### src/rtl/hps_fifo_pkg.sv
// Shared types and constants for the HPS<->FPGA FIFO client.
package hps_fifo_pkg;

  localparam logic [2:0] CSR_FILL_LEVEL = 3'd0;
  localparam int         CSR_RD_LAT     = 1;

  typedef enum logic [1:0] {R_POLL, R_WAIT, R_DRAIN, R_GAP} rx_state_t;
  typedef enum logic [1:0] {T_POLL, T_WAIT, T_FILL, T_GAP} tx_state_t;

endpackage

### src/rtl/hps_fifo_poll.sv
// Fill-level poll helper: gated CSR read strobe, saturated level, idle-gap down-counter.
module hps_fifo_poll #(
  parameter int DEPTH    = 256,
  parameter int POLL_GAP = 4,
  parameter int LVL_W    = $clog2(DEPTH + 1)
) (
  input  logic             clk_i,
  input  logic             rst_n_i,
  input  logic             poll_i,
  input  logic             gap_i,
  input  logic [31:0]      csr_readdata_i,
  output logic             csr_read_o,
  output logic             gap_done_o,
  output logic [LVL_W-1:0] lvl_o
);

  localparam int GAP_W = (POLL_GAP > 1) ? $clog2(POLL_GAP) : 1;

  logic             en_q;
  logic [GAP_W-1:0] gap_cnt_q, gap_cnt_d;

  // en_q keeps the poll strobe low until the first clock after reset release.
  always_ff @(posedge clk_i or negedge rst_n_i) begin
    if (!rst_n_i) begin
      en_q      <= 1'b0;
      gap_cnt_q <= GAP_W'(POLL_GAP - 1);
    end else begin
      en_q      <= 1'b1;
      gap_cnt_q <= gap_cnt_d;
    end
  end

  always_comb begin
    gap_cnt_d = GAP_W'(POLL_GAP - 1);
    if (gap_i && (gap_cnt_q != '0)) begin
      gap_cnt_d = gap_cnt_q - 1'b1;
    end else if (gap_i) begin
      gap_cnt_d = gap_cnt_q;
    end
  end

  assign csr_read_o = poll_i & en_q;
  assign gap_done_o = gap_i & (gap_cnt_q == '0);
  assign lvl_o      = (csr_readdata_i > 32'(DEPTH)) ? LVL_W'(DEPTH)
                                                    : csr_readdata_i[LVL_W-1:0];

endmodule

### src/rtl/hps_fifo_client.sv
// Fabric-side client: drains the HPS-to-FPGA FIFO onto m_*, fills the FPGA-to-HPS FIFO from s_*.
// state   | meaning
// R/T_POLL | issue one fill-level CSR read
// R/T_WAIT | capture level -> credit (RX) or free space (TX)
// R_DRAIN  | read words while credit remains and the 2-entry buffer has room
// T_FILL   | accept stream words while space remains
// R/T_GAP  | idle POLL_GAP cycles before the next poll
import hps_fifo_pkg::*;

module hps_fifo_client #(
  parameter int DEPTH    = 256,
  parameter int POLL_GAP = 4
) (
  input  logic        clk_clk,
  input  logic        reset_reset_n,
  output logic        h2f_read,
  input  logic [31:0] h2f_readdata,
  output logic [2:0]  h2f_csr_address,
  output logic        h2f_csr_read,
  input  logic [31:0] h2f_csr_readdata,
  output logic        h2f_csr_write,
  output logic [31:0] h2f_csr_writedata,
  output logic        f2h_write,
  output logic [31:0] f2h_writedata,
  output logic [2:0]  f2h_csr_address,
  output logic        f2h_csr_read,
  input  logic [31:0] f2h_csr_readdata,
  output logic        f2h_csr_write,
  output logic [31:0] f2h_csr_writedata,
  output logic [31:0] m_data,
  output logic        m_valid,
  input  logic        m_ready,
  input  logic [31:0] s_data,
  input  logic        s_valid,
  output logic        s_ready
);

  localparam int LVL_W = $clog2(DEPTH + 1);

  // ---------------- RX engine ----------------
  rx_state_t        rx_state_q, rx_state_d;
  logic [LVL_W-1:0] credit_q, credit_d;
  logic             inflight_q;
  logic [31:0]      buf_q [2];
  logic             wr_ptr_q, rd_ptr_q;
  logic [1:0]       cnt_q;
  logic             rx_csr_read, rx_gap_done;
  logic [LVL_W-1:0] rx_lvl;
  logic             pop, buf_pop, buf_wr, rd_issue;
  logic [1:0]       occ_after;

  hps_fifo_poll #(.DEPTH(DEPTH), .POLL_GAP(POLL_GAP), .LVL_W(LVL_W)) u_rx_poll (
    .clk_i          (clk_clk),
    .rst_n_i        (reset_reset_n),
    .poll_i         (rx_state_q == R_POLL),
    .gap_i          (rx_state_q == R_GAP),
    .csr_readdata_i (h2f_csr_readdata),
    .csr_read_o     (rx_csr_read),
    .gap_done_o     (rx_gap_done),
    .lvl_o          (rx_lvl)
  );

  // A word landing into an empty buffer is presented directly from h2f_readdata.
  assign m_valid   = (cnt_q != 2'd0) | inflight_q;
  assign m_data    = (cnt_q != 2'd0) ? buf_q[rd_ptr_q] : (inflight_q ? h2f_readdata : 32'd0);
  assign pop       = m_valid & m_ready;
  assign buf_pop   = pop & (cnt_q != 2'd0);
  assign buf_wr    = inflight_q & ~(pop & (cnt_q == 2'd0));
  assign occ_after = cnt_q + {1'b0, inflight_q} - {1'b0, pop};
  assign rd_issue  = (rx_state_q == R_DRAIN) && (credit_q != '0) && (occ_after < 2'd2);

  always_comb begin
    rx_state_d = rx_state_q;
    credit_d   = credit_q;
    case (rx_state_q)
      R_POLL:  if (rx_csr_read) rx_state_d = R_WAIT;
      R_WAIT: begin
        credit_d   = rx_lvl;
        rx_state_d = (rx_lvl == '0) ? R_GAP : R_DRAIN;
      end
      R_DRAIN: begin
        if (rd_issue) credit_d = credit_q - 1'b1;
        if ((credit_q == '0) && !inflight_q) rx_state_d = R_POLL;
      end
      R_GAP:   if (rx_gap_done) rx_state_d = R_POLL;
      default: rx_state_d = R_POLL;
    endcase
  end

  always_ff @(posedge clk_clk or negedge reset_reset_n) begin
    if (!reset_reset_n) begin
      rx_state_q <= R_POLL;
      credit_q   <= '0;
      inflight_q <= 1'b0;
      buf_q[0]   <= '0;
      buf_q[1]   <= '0;
      wr_ptr_q   <= 1'b0;
      rd_ptr_q   <= 1'b0;
      cnt_q      <= 2'd0;
    end else begin
      rx_state_q <= rx_state_d;
      credit_q   <= credit_d;
      inflight_q <= rd_issue;
      if (buf_wr) begin
        buf_q[wr_ptr_q] <= h2f_readdata;
        wr_ptr_q        <= ~wr_ptr_q;
      end
      if (buf_pop) rd_ptr_q <= ~rd_ptr_q;
      cnt_q <= cnt_q + {1'b0, buf_wr} - {1'b0, buf_pop};
    end
  end

  assign h2f_read          = rd_issue;
  assign h2f_csr_read      = rx_csr_read;
  assign h2f_csr_address   = CSR_FILL_LEVEL;
  assign h2f_csr_write     = 1'b0;
  assign h2f_csr_writedata = 32'd0;

  // ---------------- TX engine ----------------
  tx_state_t        tx_state_q, tx_state_d;
  logic [LVL_W-1:0] space_q, space_d;
  logic             tx_csr_read, tx_gap_done;
  logic [LVL_W-1:0] tx_lvl, tx_space;
  logic             wr_q;
  logic [31:0]      wdata_q;
  logic             hs;

  hps_fifo_poll #(.DEPTH(DEPTH), .POLL_GAP(POLL_GAP), .LVL_W(LVL_W)) u_tx_poll (
    .clk_i          (clk_clk),
    .rst_n_i        (reset_reset_n),
    .poll_i         (tx_state_q == T_POLL),
    .gap_i          (tx_state_q == T_GAP),
    .csr_readdata_i (f2h_csr_readdata),
    .csr_read_o     (tx_csr_read),
    .gap_done_o     (tx_gap_done),
    .lvl_o          (tx_lvl)
  );

  assign tx_space = LVL_W'(DEPTH) - tx_lvl;
  assign s_ready  = (tx_state_q == T_FILL) && (space_q != '0);
  assign hs       = s_valid & s_ready;

  // Leaving T_FILL one cycle after space hits 0 keeps the re-poll off the final write strobe.
  always_comb begin
    tx_state_d = tx_state_q;
    space_d    = space_q;
    case (tx_state_q)
      T_POLL:  if (tx_csr_read) tx_state_d = T_WAIT;
      T_WAIT: begin
        space_d    = tx_space;
        tx_state_d = (tx_space == '0) ? T_GAP : T_FILL;
      end
      T_FILL: begin
        if (hs) space_d = space_q - 1'b1;
        if (space_q == '0) tx_state_d = T_POLL;
      end
      T_GAP:   if (tx_gap_done) tx_state_d = T_POLL;
      default: tx_state_d = T_POLL;
    endcase
  end

  always_ff @(posedge clk_clk or negedge reset_reset_n) begin
    if (!reset_reset_n) begin
      tx_state_q <= T_POLL;
      space_q    <= '0;
      wr_q       <= 1'b0;
      wdata_q    <= '0;
    end else begin
      tx_state_q <= tx_state_d;
      space_q    <= space_d;
      wr_q       <= hs;
      if (hs) wdata_q <= s_data;
    end
  end

  assign f2h_write         = wr_q;
  assign f2h_writedata     = wdata_q;
  assign f2h_csr_read      = tx_csr_read;
  assign f2h_csr_address   = CSR_FILL_LEVEL;
  assign f2h_csr_write     = 1'b0;
  assign f2h_csr_writedata = 32'd0;

endmodule

### config.mk
export PLATFORM = sky130hd
export DESIGN_NAME = hps_fifo_client
export DESIGN_NICKNAME = d
export VERILOG_FILES = /design/src/rtl/hps_fifo_pkg.sv /design/src/rtl/hps_fifo_poll.sv /design/src/rtl/hps_fifo_client.sv
export SDC_FILE = /design/constraint.sdc
export NUM_CORES = 1
export LEC_CHECK = 0
export CELL_PAD_IN_SITES_DETAIL_PLACEMENT = 1
export CELL_PAD_IN_SITES_GLOBAL_PLACEMENT = 2
export CORE_MARGIN = 8
export CORE_UTILIZATION = 26
export CTS_CLUSTER_SIZE = 16
export DETAILED_ROUTE_END_ITERATION = 10
export PLACE_DENSITY_LB_ADDON = 0.1
export SYNTH_ARGS = -nofsm -noshare
export SYNTH_HDL_FRONTEND = slang
export SYNTH_SLANG_ARGS = --single-unit
### constraint.sdc
create_clock -name clk_clk -period 2.6 [get_ports clk_clk]
set_clock_uncertainty 0.05 [all_clocks]
set_input_delay 0.26 -clock clk_clk [delete_from_list [all_inputs] [get_ports clk_clk]]
set_output_delay 0.26 -clock clk_clk [all_outputs]
set_load 0.01 [all_outputs]
Yosys cells after proc, flatten, opt, wreduce, memory -nomap -nowiden
Index checks and enable logic that the tools add are counted.
{"block": "classes", "n_eq_ne": 16, "bitwise": 15, "reduce_logical": 28, "magnitude_cmp": 6, "n_mux": 28, "n_addsub": 9}
{"operator": "$mux W32", "count": 6}
{"operator": "$bwmux W64", "count": 1}
{"operator": "$gt A32 B9 Y1 const B", "count": 2}
{"operator": "$logic_not A9 Y1", "count": 4}
{"operator": "$mux W9", "count": 4}
{"operator": "$pmux W9 S2", "count": 2}
{"operator": "$demux W32 S1", "count": 1}
{"operator": "$mux W2", "count": 10}
{"operator": "$reduce_bool A9 Y1", "count": 2}
{"operator": "$sub A9 B1 Y9 const B", "count": 2}
{"operator": "$ne A2 B2 Y1 const B", "count": 8}
{"operator": "$pmux W2 S4", "count": 2}
{"operator": "$logic_not A2 Y1", "count": 5}
{"operator": "$reduce_bool A2 Y1", "count": 5}
{"operator": "$and A1 B1 Y1", "count": 9}
{"operator": "$sub A9 B9 Y9 const A", "count": 1}
{"operator": "$eq A2 B2 Y1 const B", "count": 4}
{"operator": "$logic_and A1 B1 Y1", "count": 7}
{"operator": "$reduce_and A3 Y1", "count": 2}
{"operator": "$add A2 B1 Y2", "count": 2}
{"operator": "$eq A2 B1 Y1 const B", "count": 2}
{"operator": "$ge A2 B2 Y1 const B", "count": 2}
{"operator": "$ne A2 B1 Y1 const B", "count": 2}
{"operator": "$not A1 Y2", "count": 2}
{"operator": "other kinds (9)", "count": 15}
{"block": "word_totals", "ff_bits": 129, "input_bits": 132, "out_inout_bits": 142}

Depth between registers and ports, before layout
{"block": "logic_depth", "ltp_word": 8, "ltp_mapped": 11}

Modules after synthesis
From an unflattened synthesis, not the netlist that was laid out.
{"block": "hier_totals", "cells_unflattened": 664, "hier_area_um2": 7278.2}
{"mod": "hps_fifo_client", "cells_each": 602, "n_inst": 1, "area_each_um2": 6752.7, "seq_area_each_um2": 3103.0}
{"mod": "hps_fifo_poll", "cells_each": 31, "n_inst": 2, "area_each_um2": 262.8, "seq_area_each_um2": 77.6}

Worst setup path before layout
No wires, ideal clock.
{"block": "synth_timing", "path_kind": "register to register", "startpoint": "reg inflight_q", "endpoint": "reg credit_q[7]", "path_stages_with_launch": 11, "period_less_slack_ns": 2.415, "slack_ns": 0.185, "required_ns": 2.467, "arrival_ns": 2.282, "cell_sequence": "dfrtp_1 -> buf_2 -> or3_1 -> and2_1 -> ha_1 -> nor2b_1 -> xnor2_1 -> a31oi_1 -> buf_2 -> o21ai_0 -> o21ai_0"}
{"block": "synth_between", "elab_chain_len": 7}
{"item": "from (decl)", "line": "hps_fifo_client.sv:43", "text": "logic inflight_q;"}
{"item": "from (signal assigned)", "line": "hps_fifo_client.sv:103", "text": "inflight_q <= rd_issue;"}
{"item": "$or A1 B1 Y1", "line": "hps_fifo_client.sv:64", "text": "assign m_valid = (cnt_q != 2'd0) | inflight_q;"}
{"item": "via m_valid", "line": "hps_fifo_client.sv:31", "text": "output logic m_valid,"}
{"item": "$and A1 B1 Y1", "line": "hps_fifo_client.sv:66", "text": "assign pop = m_valid & m_ready;"}
{"item": "$sub A2 B1 Y2", "line": "hps_fifo_client.sv:69", "text": "assign occ_after = cnt_q + {1'b0, inflight_q} - {1'b0, pop};"}
{"item": "$lt A2 B2 Y1", "line": "hps_fifo_client.sv:70", "text": "assign rd_issue = (rx_state_q == R_DRAIN) && (credit_q != '0) && (occ_after < 2'd2);"}
{"item": "$logic_and A1 B1 Y1", "line": "hps_fifo_client.sv:70"}
{"item": "$ne A2 B2 Y1 (no line)"}
{"item": "$reduce_and A2 Y1 (no line)"}
{"item": "to (signal assigned)", "line": "hps_fifo_client.sv:102", "text": "credit_q <= credit_d;"}
{"item": "to (decl)", "line": "hps_fifo_client.sv:42", "text": "logic [LVL_W-1:0] credit_q, credit_d;"}
The timed path passes the listed nets, and every way through them passes these cells.
A chain may end at the register's enable or synchronous reset.

Final worst setup path
{"block": "layout_timing", "startpoint": "reg cnt_q[1]", "endpoint": "out m_data[31]"}
{"block": "layout_between", "elab_chain_len": 2}
{"item": "from (decl)", "line": "hps_fifo_client.sv:46", "text": "logic [1:0] cnt_q;"}
{"item": "from (signal assigned)", "line": "hps_fifo_client.sv:109", "text": "cnt_q <= cnt_q + {1'b0, buf_wr} - {1'b0, buf_pop};"}
{"item": "$reduce_bool A2 Y1", "line": "hps_fifo_client.sv:65", "text": "assign m_data = (cnt_q != 2'd0) ? buf_q[rd_ptr_q] : (inflight_q ? h2f_readdata : 32'd0);"}
{"item": "$mux W32", "line": "hps_fifo_client.sv:65"}
{"item": "to (decl)", "line": "hps_fifo_client.sv:30", "text": "output logic [31:0] m_data,"}
No other way between the ends.

==> impl_metrics.tcl <==
set metrics [dict create \
    path_cells "buf_4 > nor2_4 > buf_4 > clkbuf_16 > o21ai_0 > clkdlybuf4s50_1" \
    totalWireLength_um 23480 \
    rows 60 \
    cts-root-buf "clkbuf_16" \
    htreeDepth 4 \
    hp-class "in -> reg" \
    drc 0 \
    mostFrequentLayoutCells "193 x clkdlybuf4s50_1, 124 x dfrtp_1, 119 x nand2_1" \
    nNetsFinal 1099 \
    clock_sinks 129 \
    startpoint "cnt_q[1]" \
    mostFrequentLayoutCell "clkdlybuf4s50_1" \
    top_layer_used "met5" \
    yosysTopAreaCell "dfrtp_1" \
    viasPerCell 4.600 \
    cts_tree "done" \
    io_buffers 201 \
    crit_path_end_kind "primary output" \
    drive_gt1_share_pct 17.40 \
    syn-cell-area_sq_um 7166 \
    r2r-start "inflight_q" \
    grt_use_total_pct 13.77 \
    ys_types 60 \
    worstSetupPathType "reg -> out" \
    path_max_fanout 33 \
    fin_cells 1312 \
    drv_slew 0 \
    netlist.area_leader.share_pct 43.65 \
    grt_pass1_wl_um 36730 \
    multiInputGateArea_sq_um 3481 \
    synthTopCellsByArea "dfrtp_1 44%, mux2_2 10%, buf_4 7.5%, nand2_1 6.2%, mux2i_1 4.7%" \
    synth.avg_cell_area_sq_um 9.762 \
    finalSetupViolCount 0 \
    core_sq_um 27030 \
    first_global_vias 6739 \
    critPathRequiredTime_ns 2.29 \
    period_share_pct 95.65 \
    netlist_instances 734 \
    dpl.cell_count 1273 \
    place_hpwl_um 16970 \
    cpMostUsedCell "buf_4" \
    dieArea_sq_um 33130 \
    pin_count 274 \
    via_count 6035 \
    synth-seq-cells 129 \
    grt_max_degree 67 \
    met2_length_um 11740 \
    r2r-end "credit_q[3]" \
    max_stage_delay_ns 0.60 \
    p_leak_nw 4.542 \
    worst_pin_slew_ns 0.5780 \
    critPathCapture "m_data[31]" \
    max_freq_mhz 402.1 \
    drv_cap 0 \
    rsz0062_at_grt "no" \
    ff_latch_area_sq_um 3234 \
    die_y_um 182.0 \
    fp.dieW_um 182.0 \
    relSlewSlack_pct 61.11 \
    grt.overflow.total 0 \
    reg2reg_slack_ns 0.13 \
    initialDrtViolationCount 187 \
    holdWs_ns 0.3188 \
    period_minus_slack_ns 2.487 \
    cp.arrival_ns 2.18 \
    drt.antenna.violating_nets 0 \
    clkTransAtPathRegs_ns 0.07 \
    avgRoutedWirePerCell_um 17.90 \
    finalHoldViolCount 0 \
    slowest_stage "clkdlybuf4s50_1" \
    grt_antenna_before_repair 1 \
    start_util_pct 26.51 \
    powerDensity_nw_per_um2 1192 \
    first_pass_iters 4 \
    finish.utilization_pct 38.03 \
    peakVddDrop_uv 426.3 \
    ys_warn_count 0 \
    n_fill_cell 3015 \
    area_growth_pct 43.44 \
    status "complete, no violations" \
    cts_buffers 17 \
    wl_met3_um 1846 \
    clock_latency_ns 0.41 \
    reg2regPathDepth 11 \
    m1WireLength_um 9554 \
    ys_seq_area_share_pct 45.12 \
    fin_tns_setup_ns 0 \
    antenna_cells 0 \
    synth_edf_count 0 \
    clockBufferDepth 2 \
    cp-start-kind "register" \
    synth_ff_type "dfrtp_1" \
    gp_congestion 0.7725 \
    async_flop_share_pct 100.0 \
]
[through the flow]
step | instance area [sq um] | power, mW | worst slack [ns]
floorplan | 7432 | 6.794 | 0.1849
global placement | 9512 | 9.356 | -0.08365
global route | 10280 | 13.18 | 0.009964
finish | 10280 | 12.26 | 0.1130
CTS | 10140 | 12.18 | 0.01113
detailed placement | 9512 | 9.574 | -0.1949
[cells in the mapped netlist, types with 6 or more instances]
cell type and n:
nor4_1 16, o21ai_0 50, ha_1 9, xnor2_1 6, mux2i_1 34, nand2_1 119
buf_4 72, dfrtp_1 125, nand3_1 46, nor2b_1 12, clkbuf_1 20, a21oi_1 9
nor3_1 13, inv_1 14, buf_2 14, xor2_1 6, nor2_1 21, mux2_2 66
[worst min path at each step]
| stage | startpoint | end | slack, ns | cells past startpoint |
|---|---|---|---|---|
| global placement | reset_reset_n | credit_q[2] | 0.20 | 1 |
| floorplan | reset_reset_n | buf_q[0] | -0.09 | 0 |
| global route | s_data[22] | f2h_writedata[22] | 0.31 | 3 |
| finish | s_data[26] | f2h_writedata[26] | 0.32 | 3 |
| detailed placement | reset_reset_n | credit_q[1] | 0.20 | 1 |
| CTS | s_data[7] | f2h_writedata[7] | 0.30 | 3 |
[cell type report]
cell class,count,area share (%)
inverters,15,0.5478
clock buffers,18,4.175
well taps,341,4.151
flip-flops and latches,129,31.47
repair buffers,247,24.05
clock inverters,14,1.741
multi-input cells,548,33.86
[sequential cells by signal (all words and copies together), names as in the netlist]
signal,cells
u_tx_poll.gap_cnt_q,2
wr_ptr_q,1
u_rx_poll.gap_cnt_q,2
inflight_q,1
space_q,9
cnt_q,2
rx_state_q,2
u_tx_poll.en_q,1
tx_state_q,2
f2h_writedata,32
credit_q,9
buf_q,64
rd_ptr_q,1
f2h_write,1
[cells by family after synthesis]
logic type / count (synthesis) / share of synthesized area (%)
AO/OA/AOI/OAI: 97 / 8.679
XOR/XNOR: 12 / 1.467
adder cells (fa/ha/maj): 9 / 1.572
buffers and inverters: 128 / 10.93
flip-flops: 129 / 45.12
multiplexers: 100 / 15.12
other: 2 / 0.1048
AND/OR/NAND/NOR: 257 / 17.01
[timing repair]
item                                    in CTS  in global routing
resized for setup                            8                 18
endpoints found under the setup margin       3                 20
setup buffers                                1                  2
pin swaps                                    2                  4
gates cloned                                 0                  3
endpoints found under the hold margin       40                  0
hold buffers                                 1                  0
[metal layers]
metal  vias to the layer above  global-route usage, %
met5                         -                      0
li1                       2867                      -
met3                        22                  5.409
met4                         2                  4.001
met1                      3000                  15.32
met2                       144                  23.98
[worst max-delay path: cells and delay by family (launching register included)]
| kind | cells | cell delay (ns) |
|---|---|---|
| and+or+nand+nor | 1 | 0.04 |
| DFF | 1 | 0.35 |
| AOI/OAI and AO/OA | 1 | 0.27 |
| buffers and inverters | 4 | 1.10 |
[report_power, final]
| part | internal [mW] | switching (mW) | leakage (nW) | total (mW) |
|---|---|---|---|---|
| Sequential | 3.01 | 0.660 | 1.56 | 3.67 |
| Clock | 1.52 | 0.969 | 0.293 | 2.49 |
| Combinational | 3.20 | 2.89 | 2.69 | 6.09 |
Note: power is estimated with default switching activity, not from simulation.
